--- config.mk ---
export PLATFORM = sky130hd
export DESIGN_NAME = mem_arb
export DESIGN_NICKNAME = d
export VERILOG_FILES = /design/src/rtl/mem_arb_pkg.sv /design/src/rtl/mem_arb_wait_cnt.sv /design/src/rtl/mem_arb.sv
export SDC_FILE = /design/constraint.sdc
export NUM_CORES = 1
export LEC_CHECK = 0
export CORE_MARGIN = 4
export CORE_UTILIZATION = 42
export CTS_BUF_LIST = sky130_fd_sc_hd__clkbuf_16
export DETAILED_ROUTE_END_ITERATION = 8
export GPL_TIMING_DRIVEN = 0
export PLACE_DENSITY = 0.89
export SYNTH_ARGS = -nofsm -noshare
export SYNTH_HDL_FRONTEND = slang
export SYNTH_SLANG_ARGS = --single-unit
--- constraint.sdc ---
create_clock -name CLOCK -period 2.36 [get_ports CLOCK]
set_input_delay 0.472 -clock CLOCK [delete_from_list [all_inputs] [get_ports CLOCK]]
set_output_delay 0.472 -clock CLOCK [all_outputs]
set_load 0.005 [all_outputs]
--- src/rtl/mem_arb_pkg.sv ---
// Shared types and constants for the mem_arb memory arbiter.
// Enable the fetch-fairness rule by defining MEM_ARB_FAIR_EN.
package mem_arb_pkg;

  typedef enum logic [1:0] {
    ST_IDLE = 2'd0,
    ST_ACC  = 2'd1,
    ST_ACK  = 2'd2
  } state_t;

  typedef enum logic {
    OWN_IF = 1'b0,
    OWN_DM = 1'b1
  } owner_t;

  localparam int unsigned FAIR_LIMIT = 2;
  localparam int unsigned CNT_W      = 4;

endpackage

--- src/rtl/mem_arb_wait_cnt.sv ---
// Loadable 4-bit down-counter with zero flag; times the RAM access window.
module mem_arb_wait_cnt
  import mem_arb_pkg::*;
(
  input  logic             CLOCK,
  input  logic             in_rst,
  input  logic             in_load,
  input  logic [CNT_W-1:0] in_load_val,
  input  logic             in_dec,
  output logic [CNT_W-1:0] out_cnt,
  output logic             out_zero
);

  logic [CNT_W-1:0] r_cnt;

  // NOTE: sequential state is written with <= only, so every register in
  // this block samples the pre-edge value of every other register.
  always_ff @(posedge CLOCK or negedge in_rst) begin
    if (!in_rst) begin
      r_cnt <= '0;
    end else if (in_load) begin
      r_cnt <= in_load_val;
    end else if (in_dec && (r_cnt != '0)) begin
      r_cnt <= r_cnt - 1'b1;
    end
  end

  assign out_cnt  = r_cnt;
  assign out_zero = (r_cnt == '0);

endmodule

--- src/rtl/mem_arb.sv ---
// Single-port RAM arbiter between instruction fetch and MEM-stage loads/stores.
// Optional fetch-fairness rule is compiled in when MEM_ARB_FAIR_EN is defined.
module mem_arb
  import mem_arb_pkg::*;
#(
  parameter int unsigned WAIT = 2,
  parameter int unsigned AW   = 16,
  parameter int unsigned DW   = 16
) (
  input  logic          CLOCK,
  input  logic          in_rst,
  input  logic          in_if_req,
  input  logic [AW-1:0] in_if_addr,
  output logic [DW-1:0] out_if_data,
  output logic          out_if_ack,
  input  logic          in_cntrl_mem_read,
  input  logic          in_cntrl_mem_write,
  input  logic [AW-1:0] in_addr_mem,
  input  logic [DW-1:0] in_data_mem,
  output logic [DW-1:0] out_mem_rdata,
  output logic          out_mem_ack,
  output logic          out_stall,
  output logic          out_ram_en,
  output logic          out_ram_we,
  output logic [AW-1:0] out_ram_addr,
  output logic [DW-1:0] out_ram_wdata,
  input  logic [DW-1:0] in_ram_rdata
);

  state_t           r_state;
  owner_t           r_owner;
  logic             r_store;
  logic [AW-1:0]    r_addr;
  logic [DW-1:0]    r_wdata;
  logic             r_ram_en;
  logic             r_ram_we;
  logic             r_if_ack;
  logic             r_mem_ack;
  logic [DW-1:0]    r_if_data;
  logic [DW-1:0]    r_mem_rdata;

  logic             w_dreq;
  logic             w_start;
  logic             w_grant_dm;
  logic [CNT_W-1:0] w_cnt;
  logic             w_zero;
  logic [CNT_W-1:0] w_wait_m1;

  assign w_dreq    = in_cntrl_mem_read | in_cntrl_mem_write;
  assign w_start   = (r_state == ST_IDLE) && (w_dreq || in_if_req);
  assign w_wait_m1 = CNT_W'(WAIT - 1);

`ifdef MEM_ARB_FAIR_EN
  logic [1:0] r_fair_cnt;
  logic       w_fair_force;

  assign w_fair_force = in_if_req && w_dreq && (r_fair_cnt == 2'(FAIR_LIMIT));
  assign w_grant_dm   = w_dreq && !w_fair_force;

  // Counts data grants that overtook a pending fetch; any fetch grant or an
  // idle fetch side restarts the run.
  always_ff @(posedge CLOCK or negedge in_rst) begin
    if (!in_rst) begin
      r_fair_cnt <= '0;
    end else if (w_start) begin
      if (!in_if_req || !w_grant_dm) r_fair_cnt <= '0;
      else                           r_fair_cnt <= r_fair_cnt + 1'b1;
    end
  end
`else
  assign w_grant_dm = w_dreq;
`endif

  mem_arb_wait_cnt u_wait_cnt (
    .CLOCK       (CLOCK),
    .in_rst      (in_rst),
    .in_load     (w_start),
    .in_load_val (w_wait_m1),
    .in_dec      (r_state == ST_ACC),
    .out_cnt     (w_cnt),
    .out_zero    (w_zero)
  );

  always_ff @(posedge CLOCK or negedge in_rst) begin
    if (!in_rst) begin
      r_state     <= ST_IDLE;
      r_owner     <= OWN_IF;
      r_store     <= 1'b0;
      r_addr      <= '0;
      r_wdata     <= '0;
      r_ram_en    <= 1'b0;
      r_ram_we    <= 1'b0;
      r_if_ack    <= 1'b0;
      r_mem_ack   <= 1'b0;
      r_if_data   <= '0;
      r_mem_rdata <= '0;
    end else begin
      r_if_ack  <= 1'b0;
      r_mem_ack <= 1'b0;
      case (r_state)
        ST_IDLE: begin
          if (w_start) begin
            r_owner  <= w_grant_dm ? OWN_DM : OWN_IF;
            r_store  <= w_grant_dm && in_cntrl_mem_write;
            r_addr   <= w_grant_dm ? in_addr_mem : in_if_addr;
            r_wdata  <= in_data_mem;
            r_ram_en <= 1'b1;
            // The write strobe is registered, so it is set one edge early.
            r_ram_we <= w_grant_dm && in_cntrl_mem_write && (WAIT == 1);
            r_state  <= ST_ACC;
          end
        end
        ST_ACC: begin
          if (w_zero) begin
            r_ram_en <= 1'b0;
            r_ram_we <= 1'b0;
            if (r_owner == OWN_IF) begin
              r_if_data <= in_ram_rdata;
              r_if_ack  <= 1'b1;
            end else begin
              if (!r_store) r_mem_rdata <= in_ram_rdata;
              r_mem_ack <= 1'b1;
            end
            r_state <= ST_ACK;
          end else begin
            r_ram_we <= r_store && (w_cnt == CNT_W'(1));
          end
        end
        ST_ACK:  r_state <= ST_IDLE;
        default: r_state <= ST_IDLE;
      endcase
    end
  end

  assign out_stall     = w_dreq & ~r_mem_ack;
  assign out_ram_en    = r_ram_en;
  assign out_ram_we    = r_ram_we;
  assign out_ram_addr  = r_addr;
  assign out_ram_wdata = r_wdata;
  assign out_if_ack    = r_if_ack;
  assign out_if_data   = r_if_data;
  assign out_mem_ack   = r_mem_ack;
  assign out_mem_rdata = r_mem_rdata;

endmodule

* Yosys cells after proc, flatten, opt, wreduce, memory -nomap -nowiden
Index checks and enable logic that the tools add are counted.
** Word-level totals
- Bits in latches :: 0
- ROM bits :: 0
- Word-level logic and storage cells :: 57
- RAM bits :: 0
- Output and inout bits :: 69
- Flip-flop bits (word level) :: 76
- Memories :: 0
- Bits of input ports :: 69
** Cells by class
- Order comparisons :: 0
- Divide/modulo/power cells :: 0
- Bitwise gates (word level) :: 5
- Multiplexer cells :: 19
- Add/subtract/negate cells :: 1
- Multiply operators :: 0
- Equal/unequal tests :: 4
- Reduce and logical (&&, ||, !) cells :: 16
- Shifts and indexed selects :: 0
** Operators with widths (count)
- 16-bit two-way mux :: 1
- 1-bit two-way mux :: 11
- 4-bit two-way mux :: 2
- 2-bit AND reduction :: 3
- 3-bit AND reduction :: 2
- 4-bit by 1-bit == test with 1-bit output, second input constant :: 1
- 1-bit logical AND :: 4
- 4-bit logical NOT :: 1
- 2-bit two-way mux :: 2
- 1-bit case mux with 2 select lines :: 2
- 2-bit case mux with 2 select lines :: 1
- 4-bit AND reduction :: 1
- 2-bit nonzero test :: 2
- 4-bit nonzero test :: 1
- 4-bit by 1-bit subtractor with 4-bit output, second input constant :: 1
- 1-bit inverter :: 3
- 2-bit by 1-bit == test with 1-bit output, second input constant :: 1
- 2-bit logical NOT :: 1
- 2-bit by 1-bit inequality test with 1-bit output, second input constant :: 1
- 2-bit inequality test, second input constant :: 1
- 1-bit AND :: 1
- 1-bit logical OR :: 1
- 1-bit OR :: 1

* Longest topological paths before layout
Gate-level depths: netlist of the first run.
- Depth after elaboration :: 5
- Mapped depth :: 7
- Mapped depth without buffers :: 5

* Hierarchy
From an unflattened synthesis of the first run, not the netlist that was laid out.
** Unflattened totals
- Cells, all modules :: 210
- Area total of the unflattened synthesis :: 3323.2 um^2
** By module, submodules not included
- mem_arb :: area an instance 3052.9 um^2, times used 1, cells each 183, seq. area each 1801.7 um^2
- mem_arb_wait_cnt :: area an instance 270.3 um^2, times used 1, cells each 27, seq. area each 100.1 um^2

* Least setup slack after synthesis of the first run
OpenSTA, ideal clock, no wires.
- Kind :: register -> register
- From :: register u_wait_cnt.r_cnt[0], in the netlist u_wait_cnt.out_cnt[0]
- To :: register r_mem_rdata[0], in the netlist out_mem_rdata[0]
- Library setup time :: 0.125 ns
- Stages on the path, launching flop included :: 8
- Clock period less this slack :: 1.901 ns
- Arrival time :: 1.776 ns
- Buffers on the path :: 2
- Data required time :: 2.235 ns
- Slack :: 0.459 ns
- Cells stage by stage :: dfrtp_1 -> inv_1 -> ha_1 -> nand2b_1 -> or4_4 -> buf_6 -> buf_12 -> mux2_4
** On the way
- Cells in the longest elaborated chain, start to end :: 2
** Ends and longest elaborated chain
- start: declaration :: line mem_arb_wait_cnt.sv:14 : logic [CNT_W-1:0] r_cnt;
- start signal: assignment :: line mem_arb_wait_cnt.sv:22 : r_cnt <= in_load_val;
- start signal: assignment :: line mem_arb_wait_cnt.sv:24 : r_cnt <= r_cnt - 1'b1;
- 4-bit logical NOT :: line mem_arb_wait_cnt.sv:29 : assign out_zero = (r_cnt == '0);
- 4-bit AND reduction (no source line)
- end signal: assignment :: line mem_arb.sv:121 : if (!r_store) r_mem_rdata <= in_ram_rdata;
- end: declaration :: line mem_arb.sv:40 : logic [DW-1:0] r_mem_rdata;
Every way passes these cells.
A chain may end at the register's enable or synchronous reset.

* Worst setup path after layout of the first run
- From :: input in_cntrl_mem_write
- To :: output out_stall
** On the way
- Cells in the longest elaborated chain, start to end :: 2
** Ends and longest elaborated chain
- start: declaration :: line mem_arb.sv:17 : input logic in_cntrl_mem_write,
- 1-bit OR :: line mem_arb.sv:49 : assign w_dreq = in_cntrl_mem_read | in_cntrl_mem_write;
- 1-bit AND :: line mem_arb.sv:135 : assign out_stall = w_dreq & ~r_mem_ack;
- end: declaration :: line mem_arb.sv:22 : output logic out_stall,
Every way passes these cells.

==> results of run 1 <==
[critical path, stage by stage]
cell and delay, ns:
clkdlybuf4s50_1 0.45, or2_1 0.25, buf_6 0.13, buf_12 0.14, nor2b_1 0.12, dlygate4sd2_1 0.27
[power groups by stage]
| stage | combinational, mW | clock [mW] | sequential, mW |
|---|---|---|---|
| 6_report | 2.92 | 1.54 | 2.33 |
| 5_1_grt | 3.21 | 1.63 | 2.42 |
| 4_1_cts | 2.98 | 1.57 | 2.34 |
| 3_5_place_dp | 2.96 | 0 | 2.35 |
| 3_3_place_gp | 2.87 | 0 | 2.31 |
| 2_1_floorplan | 1.29 | 0 | 2.35 |
[what timing repair did]
item	CTS	global route
hold buffers	0	0
resized for setup	7	2
endpoints found under the setup margin	1	10
setup buffers	1	0
hold endpoints to repair	0	0
[metrics by stage]
stage	power, mW	hold WS (ns)	worst slack, ns	area [µm²]	setup TNS (ns)
after floorplan	3.63	0.176	0.459	3220	0
final	6.79	0.0785	0.0656	5110	0
after global routing	7.26	0.0948	0.0300	5110	0
after global placement	5.17	0.488	-1.74	4720	-133.56
after detailed placement	5.31	0.429	-0.525	4740	-2.13
after CTS	6.88	0.0839	0.0418	5110	0
[state kept, by name (all words and copies together) (netlist names)]
signal	count
u_wait_cnt.out_cnt	4
out_ram_addr	16
out_ram_we	1
out_ram_en	1
out_mem_ack	1
out_if_ack	1
out_mem_rdata	16
r_owner	1
out_ram_wdata	16
r_store	1
r_state	2
out_if_data	16
[Yosys cell counts (2+ instances only)]
cell type and instances:
a21boi_0 2, nor3_1 3, a22o_1 2, o21ai_0 37, buf_6 4, ha_1 2, mux2i_1 16, clkbuf_1 5
buf_2 4, mux2_2 29, or4_4 2, dfrtp_1 76, nand2_1 2, inv_1 6, nand2b_1 3, mux2_4 19
[logic make-up (layout without fill, tap and decap cells)]
group,count (synthesis),in the layout,share of synthesized area
flip-flops,76,76,0.590
multiplexers,64,64,0.240
AO/OA/AOI/OAI,45,45,0.0769
AND/OR/NAND/NOR,23,23,0.0466
buffers and inverters,20,175,0.0392
adder cells (fa/ha/maj),2,2,0.00776
[routing by layer]
layer,part of all wire,routed length [µm],vias to the layer above
li1,-,-,1119
met1,0.40,3040,1145
met2,0.51,3860,93
met3,0.080,610,6
met4,0.0097,74,0
met5,0,0,-
[area by class of cell]
class / instances / share of cell area
clock buffer: 9 / 0.0441
timing repair buffer: 139 / 0.274
inverter: 6 / 0.00441
buffer: 14 / 0.0247
sequential: 76 / 0.372
multi-input combinational: 134 / 0.234
tap: 99 / 0.0242
clock inverter: 7 / 0.0225
[worst min-delay path by stage]
stage,start,endpoint,slack (ns),depth (start not counted)
2_1_floorplan,in_rst,out_if_ack,0.18,0
3_3_place_gp,out_ram_wdata[13],out_ram_wdata[13],0.49,1
3_5_place_dp,in_rst,out_if_data[10],0.43,1
4_1_cts,in_rst,out_if_data[10],0.08,1
5_1_grt,in_rst,out_if_ack,0.09,1
6_report,in_rst,out_if_data[10],0.08,1
==> flow_summary.yaml, run 1 <==
outcome:
  outcome: "finished, final reports clean"
sta:
  grt_setup_unrepaired: "no"
  drv_slew: 0
  setup_viol: 0
  fin_worst_skew_ns: 0.00673
  worst_pin_slew_ns: 0.827
  slew_headroom: 0.444
  fin_crit_ns: 2.29
  hold_viol: 0
  fmax_mhz: 436
  fin_crit_sh: 0.972
floorplanning:
  die_w_um: 95.6
  initial_utilization: 0.437
  row_count: 31
  fp.dieH_um: 95.6
  ioPinCount: 138
  dieArea_um2: 9140
  fp.coreArea_um2: 7370
synth:
  synth_edf_count: 0
  ys_seq_elements: 76
  syn_nets: 301
  synth_cell_types: 34
  syn_inst: 230
  ys_top_cells_by_area: "dfrtp_1, mux2_2, mux2_4"
  yosys_most_used_dff: "dfrtp_1"
  synth-seq-area-share: 0.590
  syn_area_um2: 3220
  synth_area_per_cell_um2: 14.0
  yosysWarnings: 0
  synth_area_leader_cell: "dfrtp_1"
  synth_async_sr_flop_share: 1.00
  synth_top_area_share: 0.590
critical_path:
  crit_fanout: 10
  rr_worst_depth: 7
  setup.worst_path.class: "in -> out"
  cp.arrival_ns: 1.82
  crit_required_ns: 1.89
  end_kind: "output port"
  regToRegSetupSlack_ns: 0.31
  rr_startpoint: "u_wait_cnt.out_cnt[0]"
  crit_end: "out_stall"
  r2r_end: "out_mem_rdata[7]"
  worstSetupStartpoint: "in_cntrl_mem_write"
  critPathLaunchType: "primary input"
place:
  dp.cells: 467
  gp_congestion: 0.802
  dp_hpwl_um: 5810
  io_buffer_count: 137
global_routing:
  grt_pass1_vias: 2501
  grt_max_degree: 49
  grt-ovfl-total: 0
  met2_usage: 0.293
  grt_busiest_layer: "met2"
  grt_first_pass_wirelength_um: 12100
  grt.met3_usage: 0.0466
  antenna_found_initial: 0
  grt_use_total: 0.172
  use_met1: 0.215
power_and_ir_drop:
  p_leak_nw: 2.28
  seqPwrFrac: 0.344
  powerDensity_nw_per_um2: 1330
  swShare: 0.276
  p_clk_frac: 0.227
  ir_drop_mv: 0.838
  comb_power_share: 0.430
  switchingPower_mw: 1.87
  internal_power_mw: 4.92
final_layout:
  final_common_cell: "clkdlybuf4s50_1"
  nNetsFinal: 451
  register_area_um2: 1900
  stdcell_count: 484
  multi_input_area_um2: 1190
  final_cell_mix: "clkdlybuf4s50_1, dfrtp_1, o21ai_0, mux2_2, mux2_4"
  n_fill_cell: 545
  utilization: 0.694
  drive_gt1_frac: 0.216
  n_antenna_cell: 0
  area_delta_synth_final_pct: 58.6
cts:
  clock-sinks: 76
  clk_latency_ns: 0.32
  cts_buffers: 9
  clockBufferDepth: 2
  cts_tree: "yes"
  clk_pin_slew_worst_paths_ns: 0.06
  cts.htree.levels: 3
  cts_root_buffer: "clkbuf_16"
drt:
  antenna_left: 0
  drc: 0
  avgRoutedWirePerCell_um: 15.7
  wl_um: 7590
  routed_via_density: 4.88
  vias: 2363
  drtIter0Drc: 51
  drtPass1Iterations: 4
min_path:
  holdCritPathClass: "in -> async"
flow_run:
  maxCapViolations: 0
(Power assumes the default switching activity.)
==> inputs of run 2 (changes only) <==
--- a/config.mk
+++ b/config.mk
@@ -11,6 +11,7 @@
 export DETAILED_ROUTE_END_ITERATION = 8
 export GPL_TIMING_DRIVEN = 0
 export PLACE_DENSITY = 0.89
+export RECOVER_POWER = 100
 export SYNTH_ARGS = -nofsm -noshare
 export SYNTH_HDL_FRONTEND = slang
 export SYNTH_SLANG_ARGS = --single-unit
==> run 2 against run 1 <==
  * Sequential power about the same
  * The flow now finishes with violations (max-capacitance violations, max-slew violations)
  * Cell area decreased by 1.9%
  * Clock-buffer cell count unchanged
  * Clock power about the same
  * Cell count unchanged
  * Non-clock buffer count unchanged
  * Sequential cell count unchanged
==> flow_summary.yaml, run 2 (synthesis results as in run 1) <==
power_and_ir_drop:
  p_leak_nw: 2.21
  comb_power_share: 0.397
  powerDensity_nw_per_um2: 1270
  ir_drop_mv: 0.805
  seqPwrFrac: 0.361
  internal_power_mw: 4.53
  p_clk_frac: 0.242
  switchingPower_mw: 1.82
  swShare: 0.287
critical_path:
  cp.arrival_ns: 1.83
  setup.worst_path.class: "in -> out"
  crit_required_ns: 1.89
  cp_top_family: "buffers and inverters"
  critPathMaxStageDelay_ns: 0.45
  crit_fanout: 10
  critPathSlowestCell: "clkdlybuf4s50_1"
  cp_cell_sequence: "clkdlybuf4s50_1 -> or2_0 -> buf_6 -> buf_8 -> nor2b_1 -> dlygate4sd2_1"
  end_kind: "output port"
  crit_buf_inv: 4
  critPathLaunchType: "primary input"
final_layout:
  n_antenna_cell: 0
  utilization: 0.680
  fin_area_um2: 5010
  final_cell_mix: "dfrtp_1, dlygate4sd3_1, clkdlybuf4s50_1, o21ai_0, mux2_2"
  nNetsFinal: 451
  area_delta_synth_final_pct: 55.6
  drive_gt1_frac: 0.169
  final_common_cell: "dfrtp_1"
sta:
  drv_slew: 29
  fin_worst_skew_ns: 0.00649
  fin_crit_sh: 0.974
  slew_headroom: -0.107
  grt_setup_unrepaired: "no"
  worst_pin_slew_ns: 1.66
  fmax_mhz: 435
  fin_crit_ns: 2.30
  setup_viol: 0
  hold_viol: 0
place:
  gp_congestion: 0.802
  io_buffer_count: 137
  placedInstanceArea_um2: 4740
  dp_hpwl_um: 5810
min_path:
  holdCritPathClass: "reg -> reg"
drt:
  drc: 0
  antenna_left: 0
  routed_via_density: 4.88
  vias: 2360
  drtIter0Drc: 48
  drtPass1Iterations: 4
  avgRoutedWirePerCell_um: 15.6
  wl_um: 7540
floorplanning:
  fp.coreArea_um2: 7370
  initial_utilization: 0.437
  row_count: 31
  dieArea_um2: 9140
  fp.dieH_um: 95.6
  die_w_um: 95.6
  ioPinCount: 138
cts:
  cts_buffers: 9
  clk_pin_slew_worst_paths_ns: 0.06
  cts_root_buffer: "clkbuf_16"
  ctsHoldBuffers: 0
  cts_tree: "yes"
  clock-sinks: 76
  clk_latency_ns: 0.32
  cts.htree.levels: 3
  clockBufferDepth: 2
global_routing:
  grt_max_degree: 49
  grt-ovfl-total: 0
  grt_first_pass_wirelength_um: 12100
  grt_pass1_vias: 2501
  grt_use_total: 0.172
  antenna_found_initial: 0
flow_run:
  maxCapViolations: 1
outcome:
  violations: "max-capacitance violations, max-slew violations"
  outcome: "complete, but fails checks"
-- run 2: changes by cell type in the layout (fill, tap and decap cells not counted), sizes merged --
cell,delta
clkbuf,+4
dlygate4sd3,+69
buf,-4
clkdlybuf4s50,-69
-- run 2: worst paths after layout --
kind	end	startpoint	depth (start not counted)	slack [ns]
worst max-delay path	out_stall	in_cntrl_mem_write	6	0.06
worst max register to register	out_mem_rdata[14]	u_wait_cnt.out_cnt[0]	7	0.16
min in group asynchronous	out_mem_rdata[11]	in_rst	1	0.57
worst min-delay path	out_if_data[11]	out_if_data[11]	1	0.49
max in group asynchronous	out_ram_addr[1]	in_rst	1	0.83
worst min register to register	out_if_data[11]	out_if_data[11]	1	0.49
-- run 2: power groups by stage --
stage | Clock (mW) | Combinational [mW] | Sequential [mW]
floorplan | 0 | 1.29 | 2.35
global placement | 0 | 2.87 | 2.31
detailed placement | 0 | 2.96 | 2.35
CTS | 1.57 | 2.98 | 2.34
global route | 1.63 | 2.81 | 2.38
finish | 1.54 | 2.52 | 2.30
-- run 2: repair_timing --
item                       CTS  global route
resized for setup            7             2
buffers inserted             1             0
pin swaps                    0             0
gates cloned                 0             0
setup endpoints to repair    1            10
-- run 2: final cells by class --
type	instances	area [µm²]
inverters	6	22.5
multi-input cells	134	1130
flip-flops and latches	76	1900
clock buffers	9	225
repair buffers	139	1400
fillers	564	2350
plain buffers	14	96.3
clock inverters	7	115
well taps	99	124
-- run 2: layer usage --
metal	GRT usage	vias up	routed length (µm)
met1	0.215	1136	3040
met4	0.0498	0	79
met2	0.293	91	3830
li1	-	1127	-
met3	0.0466	6	586
met5	0	-	0
-- run 2: per-stage QoR --
| step | setup TNS, ns | power, mW | hold slack, ns | setup WS [ns] | cells |
|---|---|---|---|---|---|
| floorplan | 0 | 3.63 | 0.176 | 0.459 | 230 |
| global placement | -133.56 | 5.17 | 0.488 | -1.74 | 466 |
| detailed placement | -2.13 | 5.31 | 0.429 | -0.525 | 467 |
| CTS | 0 | 6.88 | 0.0839 | 0.0418 | 484 |
| global route | 0 | 6.82 | 0.503 | 0.0190 | 484 |
| finish | 0 | 6.36 | 0.488 | 0.0621 | 484 |
